File: config.mk
export PLATFORM = sky130hd
export DESIGN_NAME = pic16f84_cycle_ctrl
export DESIGN_NICKNAME = d
export VERILOG_FILES = /design/src/rtl/pic16f84_pkg.sv /design/src/rtl/pic16f84_ost_timer.sv /design/src/rtl/pic16f84_cycle_ctrl.sv
export SDC_FILE = /design/constraint.sdc
export NUM_CORES = 1
export LEC_CHECK = 0
export ABC_AREA = 1
export BUFFER_PORTS_ARGS = -buffer_cell sky130_fd_sc_hd__buf_2
export CELL_PAD_IN_SITES_DETAIL_PLACEMENT = 1
export CELL_PAD_IN_SITES_GLOBAL_PLACEMENT = 1
export CORE_MARGIN = 2
export CORE_UTILIZATION = 35
export CTS_CLUSTER_DIAMETER = 100
export DETAILED_ROUTE_END_ITERATION = 7
export PLACE_DENSITY = 0.76
export RECOVER_POWER = 100
export SYNTH_ARGS = -nofsm -noshare
export SYNTH_HDL_FRONTEND = slang
export SYNTH_SLANG_ARGS = --single-unit
File: constraint.sdc
create_clock -name clk -period 1.6 [get_ports clk]
set_input_delay 0.16 -clock clk [delete_from_list [all_inputs] [get_ports clk]]
set_output_delay 0.16 -clock clk [all_outputs]
set_load 0.03 [all_outputs]
File: src/rtl/pic16f84_pkg.sv
// Shared definitions for the PIC16F84 instruction-cycle controller:
// controller states, Q-phase index and the NOP-cycle flag values.
package pic16f84_pkg;

   typedef enum logic [1:0] {
      ST_OST   = 2'd0,
      ST_RUN   = 2'd1,
      ST_FLUSH = 2'd2,
      ST_SLEEP = 2'd3
   } cycle_state_t;

   typedef enum logic [1:0] {
      PH_Q1 = 2'd0,
      PH_Q2 = 2'd1,
      PH_Q3 = 2'd2,
      PH_Q4 = 2'd3
   } phase_t;

   // Value of exec_valid for a forced-NOP cycle and for a real instruction.
   localparam logic NOP_CYCLE  = 1'b0;
   localparam logic REAL_CYCLE = 1'b1;

   // Phase index to one-hot {q1, q2, q3, q4}.
   function automatic logic [3:0] phase_onehot(input phase_t p);
      logic [3:0] oh;
      oh = 4'b0000;
      unique case (p)
         PH_Q1: oh = 4'b1000;
         PH_Q2: oh = 4'b0100;
         PH_Q3: oh = 4'b0010;
         PH_Q4: oh = 4'b0001;
      endcase
      return oh;
   endfunction

   // Q1 -> Q2 -> Q3 -> Q4 -> Q1.
   function automatic phase_t next_phase(input phase_t p);
      phase_t n;
      n = PH_Q1;
      unique case (p)
         PH_Q1: n = PH_Q2;
         PH_Q2: n = PH_Q3;
         PH_Q3: n = PH_Q4;
         PH_Q4: n = PH_Q1;
      endcase
      return n;
   endfunction

endpackage

File: src/rtl/pic16f84_ost_timer.sv
// Oscillator start-up timer: counts clk edges while start is held and
// raises done once OST_CYCLES edges have been seen. Dropping start clears it.
module pic16f84_ost_timer #(
   parameter int OST_CYCLES = 16
) (
   input  logic clk,
   input  logic mclr,
   input  logic start,
   output logic done
);

   localparam int CW = $clog2(OST_CYCLES + 1);

   logic [CW-1:0] count;

   assign done = (count == CW'(OST_CYCLES));

   // Edge counter, saturating at OST_CYCLES, cleared whenever start is low.
   always_ff @(posedge clk or negedge mclr) begin
      if (!mclr) begin
         count <= '0;
      end else if (!start) begin
         count <= '0;
      end else if (!done) begin
         count <= count + CW'(1);
      end
   end

endmodule

File: src/rtl/pic16f84_cycle_ctrl.sv
// PIC16F84 instruction-cycle controller: start-up hold, Q1-Q4 phase
// generation, branch flush and SLEEP/wake sequencing. Every output is a flop.
module pic16f84_cycle_ctrl
   import pic16f84_pkg::*;
#(
   parameter int OST_CYCLES = 16
) (
   input  logic clk,
   input  logic mclr,
   input  logic branch_taken,
   input  logic sleep_req,
   input  logic wake,
   output logic q1,
   output logic q2,
   output logic q3,
   output logic q4,
   output logic clk_out,
   output logic pc_inc,
   output logic ir_load,
   output logic exec_valid,
   output logic sleeping,
   output logic ready
);

   cycle_state_t state, state_d;
   phase_t       phase, phase_d;
   logic         warm, warm_d;     // set once the core has slept; a wake resumes with a prefetched instruction
   logic         exec_d;
   logic         ost_done;
   logic         run_d;
   logic [3:0]   q_d;

   pic16f84_ost_timer #(.OST_CYCLES(OST_CYCLES)) u_ost (
      .clk   (clk),
      .mclr  (mclr),
      .start (state == ST_OST),
      .done  (ost_done)
   );

   // Next state, next phase and the registered output values.
   always_comb begin
      state_d = state;
      phase_d = phase;
      exec_d  = exec_valid;
      warm_d  = warm;
      unique case (state)
         ST_OST: begin
            if (ost_done) begin
               state_d = ST_RUN;
               phase_d = PH_Q1;
               exec_d  = warm ? REAL_CYCLE : NOP_CYCLE;
            end
         end
         ST_RUN, ST_FLUSH: begin
            phase_d = next_phase(phase);
            if (phase == PH_Q4) begin
               state_d = ST_RUN;
               exec_d  = REAL_CYCLE;
               if (exec_valid == REAL_CYCLE) begin
                  if (sleep_req && !wake) begin
                     state_d = ST_SLEEP;
                     exec_d  = NOP_CYCLE;
                     warm_d  = 1'b1;
                  end else if (sleep_req) begin
                     state_d = ST_RUN;   // SLEEP with a pending wake runs as a NOP
                  end else if (branch_taken) begin
                     state_d = ST_FLUSH;
                     exec_d  = NOP_CYCLE;
                  end
               end
            end
         end
         ST_SLEEP: begin
            if (wake) begin
               state_d = ST_OST;
            end
         end
      endcase
      run_d = (state_d == ST_RUN) || (state_d == ST_FLUSH);
      q_d   = run_d ? phase_onehot(phase_d) : 4'b0000;
   end

   // State and output registers; mclr clears everything immediately.
   always_ff @(posedge clk or negedge mclr) begin
      if (!mclr) begin
         state      <= ST_OST;
         phase      <= PH_Q1;
         warm       <= 1'b0;
         q1         <= 1'b0;
         q2         <= 1'b0;
         q3         <= 1'b0;
         q4         <= 1'b0;
         clk_out    <= 1'b0;
         pc_inc     <= 1'b0;
         ir_load    <= 1'b0;
         exec_valid <= 1'b0;
         sleeping   <= 1'b0;
         ready      <= 1'b0;
      end else begin
         state      <= state_d;
         phase      <= phase_d;
         warm       <= warm_d;
         q1         <= q_d[3];
         q2         <= q_d[2];
         q3         <= q_d[1];
         q4         <= q_d[0];
         clk_out    <= q_d[3] | q_d[2];
         pc_inc     <= q_d[3];
         ir_load    <= q_d[0];
         exec_valid <= exec_d;
         sleeping   <= (state_d == ST_SLEEP);
         ready      <= run_d;
      end
   end

endmodule
==> impl_metrics.toml <==
[placement]
gp_congestion = 0.695
dpl.hpwl_um = 1620
pre_cts_ws_ns = -0.149
io_buffers = 14

[logic_synthesis]
yosysWarnings = 0
postSynthAreaPerCell_sq_um = 8.96
synth_cell_types = 17
synth_area_sq_um = 932
synth_cells = 104
ys_seq_area_share_pct = 48.3
ys_seq_elements = 18
syn_nets = 117

[clocking]
htreeDepth = 1
clk_latency_ns = 0.29
clock_path_buffers = 2
root_buffer = "clkbuf_4"
cts_sinks = 18
cts.clk_slew.worst_paths_ns = 0.10
cts_buffers = 3
cts_tree = "yes"

[sta]
fin_crit_sh_pct = 107
slew_viol_final = 0
clock.fmax_ghz = 0.582
period_minus_slack_ns = 1.72
slew_headroom_pct = 35.1
rsz0062_at_grt = "yes"
setup_slack_ns = -0.117
finalSetupViolations = 5
hold_viol = 0
fin_worst_skew_ns = 0.00994
worst_pin_slew_ns = 0.974
timing.hold.ws_ns = 0.173

[worst_hold_path]
hold_path.class = "input pin to flip-flop"
hold_depth = 3
hold_start = "sleep_req"
hold_path_end = "warm"

[critical_path]
crit_chain = "buf_4 -> ha_1 -> inv_1 -> o21ai_2 -> nand2_1 -> o21ai_1 -> nand2_1 -> nand2_2 -> ha_4 -> nand3_4 -> nor2_2"
path_delay_family = "adder cells"
r2r_cells = 11
cp_max_fo = 3
startpoint = "state[1]"
cp.required_ns = 1.82
reg2reg_slack_ns = -0.12
start_kind = "flip-flop"
worst-path-buf-inv = 2
arrival_ns = 1.94
r2r-start = "state[1]"
crit_top_cell = "nand2_1"
max_stage_delay_ns = 0.41
worst-setup-path-type = "flip-flop to flip-flop"
cpMaxStageDelayCell = "dfrtp_1"
end_kind = "flip-flop"
r2r-end = "q2"

[route]
drc = 0
ant_nets = 0
vias = 795
drt-wirelength-per-cell_um = 13.0
first_pass_iters = 4
drtIter0Drc = 7
viasPerCell = 4.76
postRouteWirelength_um = 2170

[grt]
grt-ovfl-total = 0
grt_start_max_net_pins = 19
grtUsageTotal_pct = 15.8
antenna_found_initial = 0
grt_pass1_wl_um = 3810
grt_pass1_vias = 896

[floorplan]
die-area_sq_um = 3090
core_sq_um = 2500
rows = 18
die_x_um = 55.6
fp.dieH_um = 55.6
io_pins = 15
start_util_pct = 37.3

[cells_and_area]
nFillCells = 309
diodes = 0
syn2layout_area_growth_pct = 31.3
final_cell_mix = "dfrtp_1, buf_4, inv_1, nand2_1, clkbuf_1"
seq_area_sq_um = 450
layout-drive-gt1-share_pct = 31.4
multi_input_comb_area_sq_um = 445
nets = 151
layout_commonest_cell = "dfrtp_1"

[outcome]
violations = "setup timing"
status = "complete, but fails checks"

[power]
irDropWorstVdd_mv = 1.21
p_total_mw = 2.87
power-per-cell-area_nw_per_um2 = 2350
leakage_nw = 0.611

[flow_run]
maxCapViolations = 0
## final cells by class
cell class                      count  area share, %
Sequential cell                    18           36.8
Multi-Input combinational cell     66           36.4
Timing Repair Buffer               31           15.0
Inverter                           18           5.73
Tap cell                           30           3.07
Clock buffer                        4           2.97
## worst max-delay path by stage
| stage | cells after the start | slack, ns | endpoint |
|---|---|---|---|
| after floorplan | 11 | 0.002 | q2 |
| after global placement | 11 | -0.15 | pc_inc |
| after detailed placement | 11 | -0.15 | q2 |
| after CTS | 11 | -0.1 | q2 |
| after global routing | 11 | -0.21 | q2 |
| final | 11 | -0.12 | q2 |
## cells in the mapped netlist (all sizes together)
library cell  number  share of area, %
a21oi              4               2.1
buf                2               1.6
dfrtp             18                48
ha                 8                11
inv               18               7.2
nand2             22                12
nand3              9               5.4
nor2              11               4.7
nor3b              1              0.81
o21ai              9               5.2
o31ai              1              0.81
xnor2              1              0.94
## per-layer routing
layer,track usage [%],routed length [um]
met1,16.3,860
met2,30.8,1260
met3,2.79,34
met4,6.27,12
met5,0,0
## where the power goes
group          internal [mW]  switching (mW)  total (mW)
Clock                  0.138           0.133       0.271
Sequential             0.622          0.0922       0.714
Combinational          0.791            1.10        1.89
## tightest hold or removal path, delay by kind of cell
kind / cells / cell delay (ns)
buffers and inverters: 1 / 0.11
and+or+nand+nor: 1 / 0.09
AOI/OAI and AO/OA: 1 / 0.08
## sequential cells by signal, summed over array words and instances, names as in the netlist
signal,cells
u_ost.count,5
phase,2
state,2
clk_out,1
exec_valid,1
ir_load,1
pc_inc,1
q2,1
q3,1
ready,1
sleeping,1
warm,1
## kinds of logic (layout without fill, tap and decap cells)
| group | count (synthesis) | count (layout) | synth area share, % |
|---|---|---|---|
| AO/OA/AOI/OAI | 14 | 14 | 8.19 |
| XOR/XNOR | 1 | 1 | 0.940 |
| buffers and inverters | 20 | 53 | 8.86 |
| AND/OR/NAND/NOR | 43 | 43 | 23.0 |
| flip-flops | 18 | 18 | 48.3 |
| adder cells (fa/ha/maj) | 8 | 8 | 10.7 |
## per-stage QoR
stage                     area (sq um)  std cells  utilization, %  setup TNS [ns]
after floorplan                    957        104               -               0
after detailed placement          1130        157            45.3          -0.711
after global placement            1130        157            45.3          -0.736
final                             1220        167            48.9          -0.507
after global routing              1220        167            48.9           -1.05
after CTS                         1230        167            49.1          -0.404
## what timing repair did
item                                    4_1_cts  5_1_grt
pin swaps                                     7        1
endpoints found under the setup margin        6        6
gates resized for setup                      11        4
hold endpoints to repair                     18        0
setup buffers                                 5        0
hold buffers                                  1        0
(Power assumes the default switching activity.)
